==> config.mk <==
export PLATFORM = sky130hd
export DESIGN_NAME = pbkdf2_pass_gen
export DESIGN_NICKNAME = d
export VERILOG_FILES = /design/src/rtl/pbkdf2_pass_gen.sv
export SDC_FILE = /design/constraint.sdc
export NUM_CORES = 1
export LEC_CHECK = 0
export CORE_UTILIZATION = 30
export CTS_BUF_LIST = sky130_fd_sc_hd__clkbuf_2
export DETAILED_ROUTE_END_ITERATION = 8
export PLACE_DENSITY_LB_ADDON = 0.25
export SLEW_MARGIN = 20
export SYNTH_ARGS = -nofsm -noshare
export SYNTH_HDL_FRONTEND = slang
export SYNTH_SLANG_ARGS = --single-unit
==> constraint.sdc <==
create_clock -name i_clk -period 7.92 [get_ports i_clk]
set_input_delay 0.792 -clock i_clk [delete_from_list [all_inputs] [get_ports i_clk]]
set_output_delay 0.792 -clock i_clk [all_outputs]
set_load 0.005 [all_outputs]
==> src/rtl/pbkdf2_pass_gen.sv <==
// pbkdf2_pass_gen: odometer-order password candidate generator feeding the PBKDF2-HMAC-Whirlpool core.
// Define PASS_GEN_RESUME_EN to add i_resume_digits, letting a run start from a given odometer position.
module pbkdf2_pass_gen #(
    parameter int MAX_LEN      = 12,
    parameter int CHARSET_SIZE = 62,
    parameter int DIGIT_W      = 6
) (
    input  logic                         i_clk,
    input  logic                         i_rstn,
    input  logic                         i_start,
    input  logic                         i_abort,
    input  logic [3:0]                   i_min_len,
    input  logic [3:0]                   i_max_len,
`ifdef PASS_GEN_RESUME_EN
    input  logic [MAX_LEN*DIGIT_W-1:0]   i_resume_digits,
`endif
    input  logic                         i_pass_ready,
    output logic                         o_pass_valid,
    output logic [191:0]                 o_pass,
    output logic                         o_busy,
    output logic                         o_done,
    output logic [47:0]                  o_count
);
    typedef enum logic [2:0] {S_IDLE, S_LOAD, S_PRESENT, S_ADVANCE, S_DONE} state_t;
    localparam logic [DIGIT_W-1:0] ZERO [MAX_LEN] = '{default: '0};
    state_t state, state_nxt;
    logic [DIGIT_W-1:0] digits [MAX_LEN];
    logic [DIGIT_W-1:0] inc_digits [MAX_LEN];
    logic [DIGIT_W-1:0] start_digits [MAX_LEN];
    logic [3:0] len, max_len;
    logic carry, cfg_bad, take;
    function automatic logic [7:0] char_of(input logic [DIGIT_W-1:0] d);
        return d < 10 ? 8'h30 + 8'(d) : d < 36 ? 8'h57 + 8'(d) : 8'h1D + 8'(d);
    endfunction
    function automatic logic [191:0] pack(input logic [DIGIT_W-1:0] d [MAX_LEN], input logic [3:0] n);
        logic [191:0] p;
        p = '0;
        for (int k = 0; k < MAX_LEN; k++)
            if (k < int'(n)) p[191-16*k -: 8] = char_of(d[k]);
        return p;
    endfunction
    assign cfg_bad = i_min_len == 4'd0 || i_min_len > i_max_len || i_max_len > 4'(MAX_LEN);
    assign take    = o_pass_valid && i_pass_ready;
    assign o_busy  = state inside {S_LOAD, S_PRESENT, S_ADVANCE};
    // Odometer step: the rightmost active digit is least significant.
    always_comb begin
        carry = 1'b1;
        for (int i = MAX_LEN - 1; i >= 0; i--) begin
            inc_digits[i] = digits[i];
            if (carry && i < int'(len)) begin
                carry = digits[i] == DIGIT_W'(CHARSET_SIZE - 1);
                inc_digits[i] = carry ? '0 : digits[i] + 1'b1;
            end
        end
    end
    always_comb begin
        for (int i = 0; i < MAX_LEN; i++) begin
`ifdef PASS_GEN_RESUME_EN
            start_digits[i] = i_resume_digits[(MAX_LEN-1-i)*DIGIT_W +: DIGIT_W];
            if (start_digits[i] >= DIGIT_W'(CHARSET_SIZE)) start_digits[i] = DIGIT_W'(CHARSET_SIZE - 1);
`else
            start_digits[i] = '0;
`endif
        end
    end
    always_comb begin
        state_nxt = state;
        if (i_abort) state_nxt = S_IDLE;
        else case (state)
            S_IDLE, S_DONE: if (i_start) state_nxt = cfg_bad ? S_DONE : S_LOAD;
            S_LOAD:         state_nxt = S_PRESENT;
            S_PRESENT:      if (take) state_nxt = S_ADVANCE;
            S_ADVANCE:      state_nxt = (carry && len == max_len) ? S_DONE : S_PRESENT;
            default:        state_nxt = S_IDLE;
        endcase
    end
    always_ff @(posedge i_clk) begin
        if (!i_rstn) state <= S_IDLE;
        else state <= state_nxt;
    end
    always_ff @(posedge i_clk) begin
        if (!i_rstn) begin
            digits       <= ZERO;
            len          <= '0;
            max_len      <= '0;
            o_pass_valid <= 1'b0;
            o_pass       <= '0;
            o_done       <= 1'b0;
            o_count      <= '0;
        end else if (i_abort) begin
            o_pass_valid <= 1'b0;
        end else case (state)
            S_IDLE, S_DONE: if (i_start) begin
                max_len <= i_max_len;
                len     <= i_min_len;
                digits  <= start_digits;
                o_count <= '0;
                o_done  <= cfg_bad;
            end
            S_LOAD: begin
                o_pass       <= pack(digits, len);
                o_pass_valid <= 1'b1;
            end
            S_PRESENT: if (take) begin
                if (o_count != '1) o_count <= o_count + 48'd1;
                o_pass_valid <= 1'b0;
            end
            S_ADVANCE: begin
                if (!carry) begin
                    digits       <= inc_digits;
                    o_pass       <= pack(inc_digits, len);
                    o_pass_valid <= 1'b1;
                end else if (len != max_len) begin
                    len          <= len + 4'd1;
                    digits       <= ZERO;
                    o_pass       <= pack(ZERO, len + 4'd1);
                    o_pass_valid <= 1'b1;
                end else begin
                    o_done <= 1'b1;
                end
            end
            default: ;
        endcase
    end
endmodule
==> impl_metrics.csv <==
group,metric,value,unit
run_status,outcome,"finished clean",
clock_tree,path_clk_slew,0.11,ns
synth,synth_async_sr_flop_share,0,
timing,worst_pin_slew,1.083,ns
die,die_h,267.1,um
cells_and_area,area_delta_synth_final,12.23,%
worst_hold_path,min_path_type,"in -> reg",
die,fp.dieArea,71360,um2
worst_setup_path,cp_slowest_stage_delay,0.72,ns
clock_tree,hold_buffers,0,
drt,wl,71890,um
die,ios,256,
die,start_util,0.3053,
synth,ys_ff_latch,229,
drt,drc_errors,0,
global_routing,grt_usage,0.1953,
cells_and_area,n_fill_cell,7428,
drt,ant_nets,0,
synth,seq_area_frac_synth,0.2174,
run,max_cap_viol_count,0,
synth,synth_top_area_frac,0.2174,
cells_and_area,nNetsFinal,3174,
cells_and_area,finalNonFillerCells,3995,
die,core,69070,um2
drt,routedWlPerCell,17.99,um
clock_tree,clkLatencyLatePin,1.14,ns
synth,syn_area_per_cell,7.220,um2
power_and_ir_drop,p_per_area,104.5,nW/um2
worst_setup_path,worst_path_max_delay_cell,"a31oi_1",
power_and_ir_drop,leakage,8.683,nW
timing,finalSetupViolCount,0,
global_routing,antenna_found_initial,5,
die,rows,96,
synth,yosysWarnings,0,
placed_design,placement.io_buffers,159,
worst_setup_path,crit_required,8.97,ns
drt,drt_pass1_iterations,5,
cells_and_area,fin_util,0.3427,
timing,fin_crit_sh,0.6615,
cells_and_area,drive_gt1_frac,0.06725,
cells_and_area,multiInputGateArea,14980,um2
drt,drt_iter0_markers,1786,
synth,synthCells,2921,
cells_and_area,seq_area,4584,um2
worst_setup_path,path_max_fanout,14,
synth,synth-edff-count,0,
placed_design,globalplace.congestion,0.8877,
global_routing,overflow,0,
clock_tree,clock-sinks,229,
global_routing,grt_pass1_vias,19751,
clock_tree,root_buffer,"clkbuf_2",
timing,relSlewSlack,0.2719,
synth,synth_ff_type,"dfxtp_1",
worst_setup_path,cp-start-kind,"flip-flop",
synth,netlist_area,21090,um2
worst_setup_path,crit_path_end_kind,"flip-flop",
timing,hold_viol_final,0,
timing,fin_crit,5.239,ns
clock_tree,cts-buffers-inserted,75,
power_and_ir_drop,irDropWorstVdd,0.06141,mV
synth,synthDistinctLibCells,102,
global_routing,grt_pass1_wl,112000,um
drt,vias_per_cell,5.411,
synth,yosys-top-cells-area,"dfxtp_1 (22%), ha_1 (8.8%), a21oi_1 (6.2%)",
clock_tree,htreeDepth,3,
clock_tree,cts_tree,"built",
global_routing,grt_max_degree,154,
clock_tree,cts_buffer_depth,3,
worst_setup_path,cp_cell_sequence,"inv_1 -> ha_1 -> nand2b_1 -> a211oi_4 -> o21ai_2 -> nor4_1 -> a21oi_1 -> o22ai_1 -> inv_1 -> ha_1 -> a31oi_1 -> a221oi_1 -> or3_1 -> a31oi_1 -> o21a_1",
worst_setup_path,path_class,"reg -> reg",
timing,rsz0062_at_grt,"no",
die,die_x,267.1,um
placed_design,dp_hpwl,50470,um
drt,dr_total_vias,21615,
clock_tree,cts_resized,0,
timing,fin_setup_tns,0,ns
timing,final_max_slew_viol_count,0,
timing,fin_skew,0.1293,ns
clock_tree,cts_setup_buffers,0,
synth,synth_largest_area_cell,"dfxtp_1",
worst_setup_path,arrival,6.29,ns
placed_design,dp.cells,3865,
timing,max_freq,0.1909,GHz
[cell families after synthesis]
| logic type | after synthesis | share of synthesized area |
|---|---|---|
| buffers and inverters | 397 | 0.09107 |
| xor gates and xnor gates | 148 | 0.06147 |
| other | 1 | 0.0001778 |
| muxes | 36 | 0.01762 |
| AOI/OAI and AO/OA | 940 | 0.2883 |
| and+or+nand+nor | 1021 | 0.2356 |
| DFF | 229 | 0.2174 |
| adders and majority gates | 149 | 0.08840 |
[state kept, by name, summed over array words and instances, names as in the netlist]
register      flops
o_pass           96
digits           72
o_count          48
len               4
max_len           4
state             3
o_done            1
o_pass_valid      1
[area by class of cell]
type,count,share of cell area
diodes,1,0.0001057
clock buffers,104,0.02199
clock inverters,24,0.005287
inverters,136,0.02157
multi-input cells,2390,0.6330
flip-flops and latches,229,0.1937
well taps,931,0.04922
repair buffers,180,0.07517
[final timing paths]
path / from / to / slack (ns) / depth (start not counted)
hold / removal: i_rstn / digits[68]$_SDFFE_PN0P_ / 0.16 / 2
hold reg to reg: o_pass[191]$_SDFFE_PN0P_ / o_pass[191]$_SDFFE_PN0P_ / 0.46 / 2
setup / recovery: len[1]$_SDFFE_PN0P_ / o_pass[157]$_SDFFE_PN0P_ / 2.68 / 15
setup reg to reg: len[1]$_SDFFE_PN0P_ / o_pass[157]$_SDFFE_PN0P_ / 2.68 / 15
[cells in the final DEF, fill, tap and decap left out, drive strengths merged, types with 96 or more instances in the layout]
master	instances
nor2	247
o21ai	240
xnor2	109
nand3	140
dfxtp	229
nor3	99
inv	136
ha	149
nand2	272
clkbuf	104
conb	96
clkdlybuf4s50	158
a21oi	264
[synth_stat cells (all sizes together) (26+ instances only)]
cell and count:
nand2 272, a21oi 264, nor2 247, o21ai 240, dfxtp 229, ha 149, nand3 140, buf 136
inv 134, clkbuf 125, xnor2 109, nor3 99, o211ai 61, nand4 59, o21a 47, a31oi 40
xor2 39, o31ai 31, a21boi 30, or3 28, mux2i 27, nor4 27, and2 26
[report_power, final]
part | internal, mW | total, mW | leakage, nW | switching (mW)
Clock | 0.364 | 1.00 | 0.487 | 0.637
Sequential | 1.17 | 1.18 | 1.85 | 0.0172
Combinational | 0.0889 | 0.289 | 6.35 | 0.200
Total | 1.62 | 2.47 | 8.68 | 0.854
[critical path, delay by kind of cell (launching register included)]
kind                       cells  cell delay, ns
DFF                            1            0.48
and+or+nand+nor                3            0.98
adders and majority gates      2            0.65
AOI/OAI and AO/OA              8            2.72
buffers and inverters          2            0.35
[per-stage QoR]
stage          instance area (um2)  worst slack [ns]  total power, mW  hold slack (ns)
6_report                     23670             2.681            2.474           0.1645
5_1_grt                      23670             2.341            2.610          0.09601
4_1_cts                      23640             2.844            2.522          0.02951
3_5_place_dp                 22990             2.848            1.494           0.4487
3_3_place_gp                 22990             3.000            1.495           0.4460
2_1_floorplan                21450             3.669            1.421           0.4488
[per-layer routing]
| layer | track usage | part of all wire | routed length, um |
|---|---|---|---|
| met1 | 0.2638 | 0.46 | 33120 |
| met2 | 0.3024 | 0.44 | 31930 |
| met3 | 0.04450 | 0.070 | 5065 |
| met4 | 0.06788 | 0.024 | 1721 |
| met5 | 0 | 0.00075 | 54 |
Power figures use the tool's default switching activity.
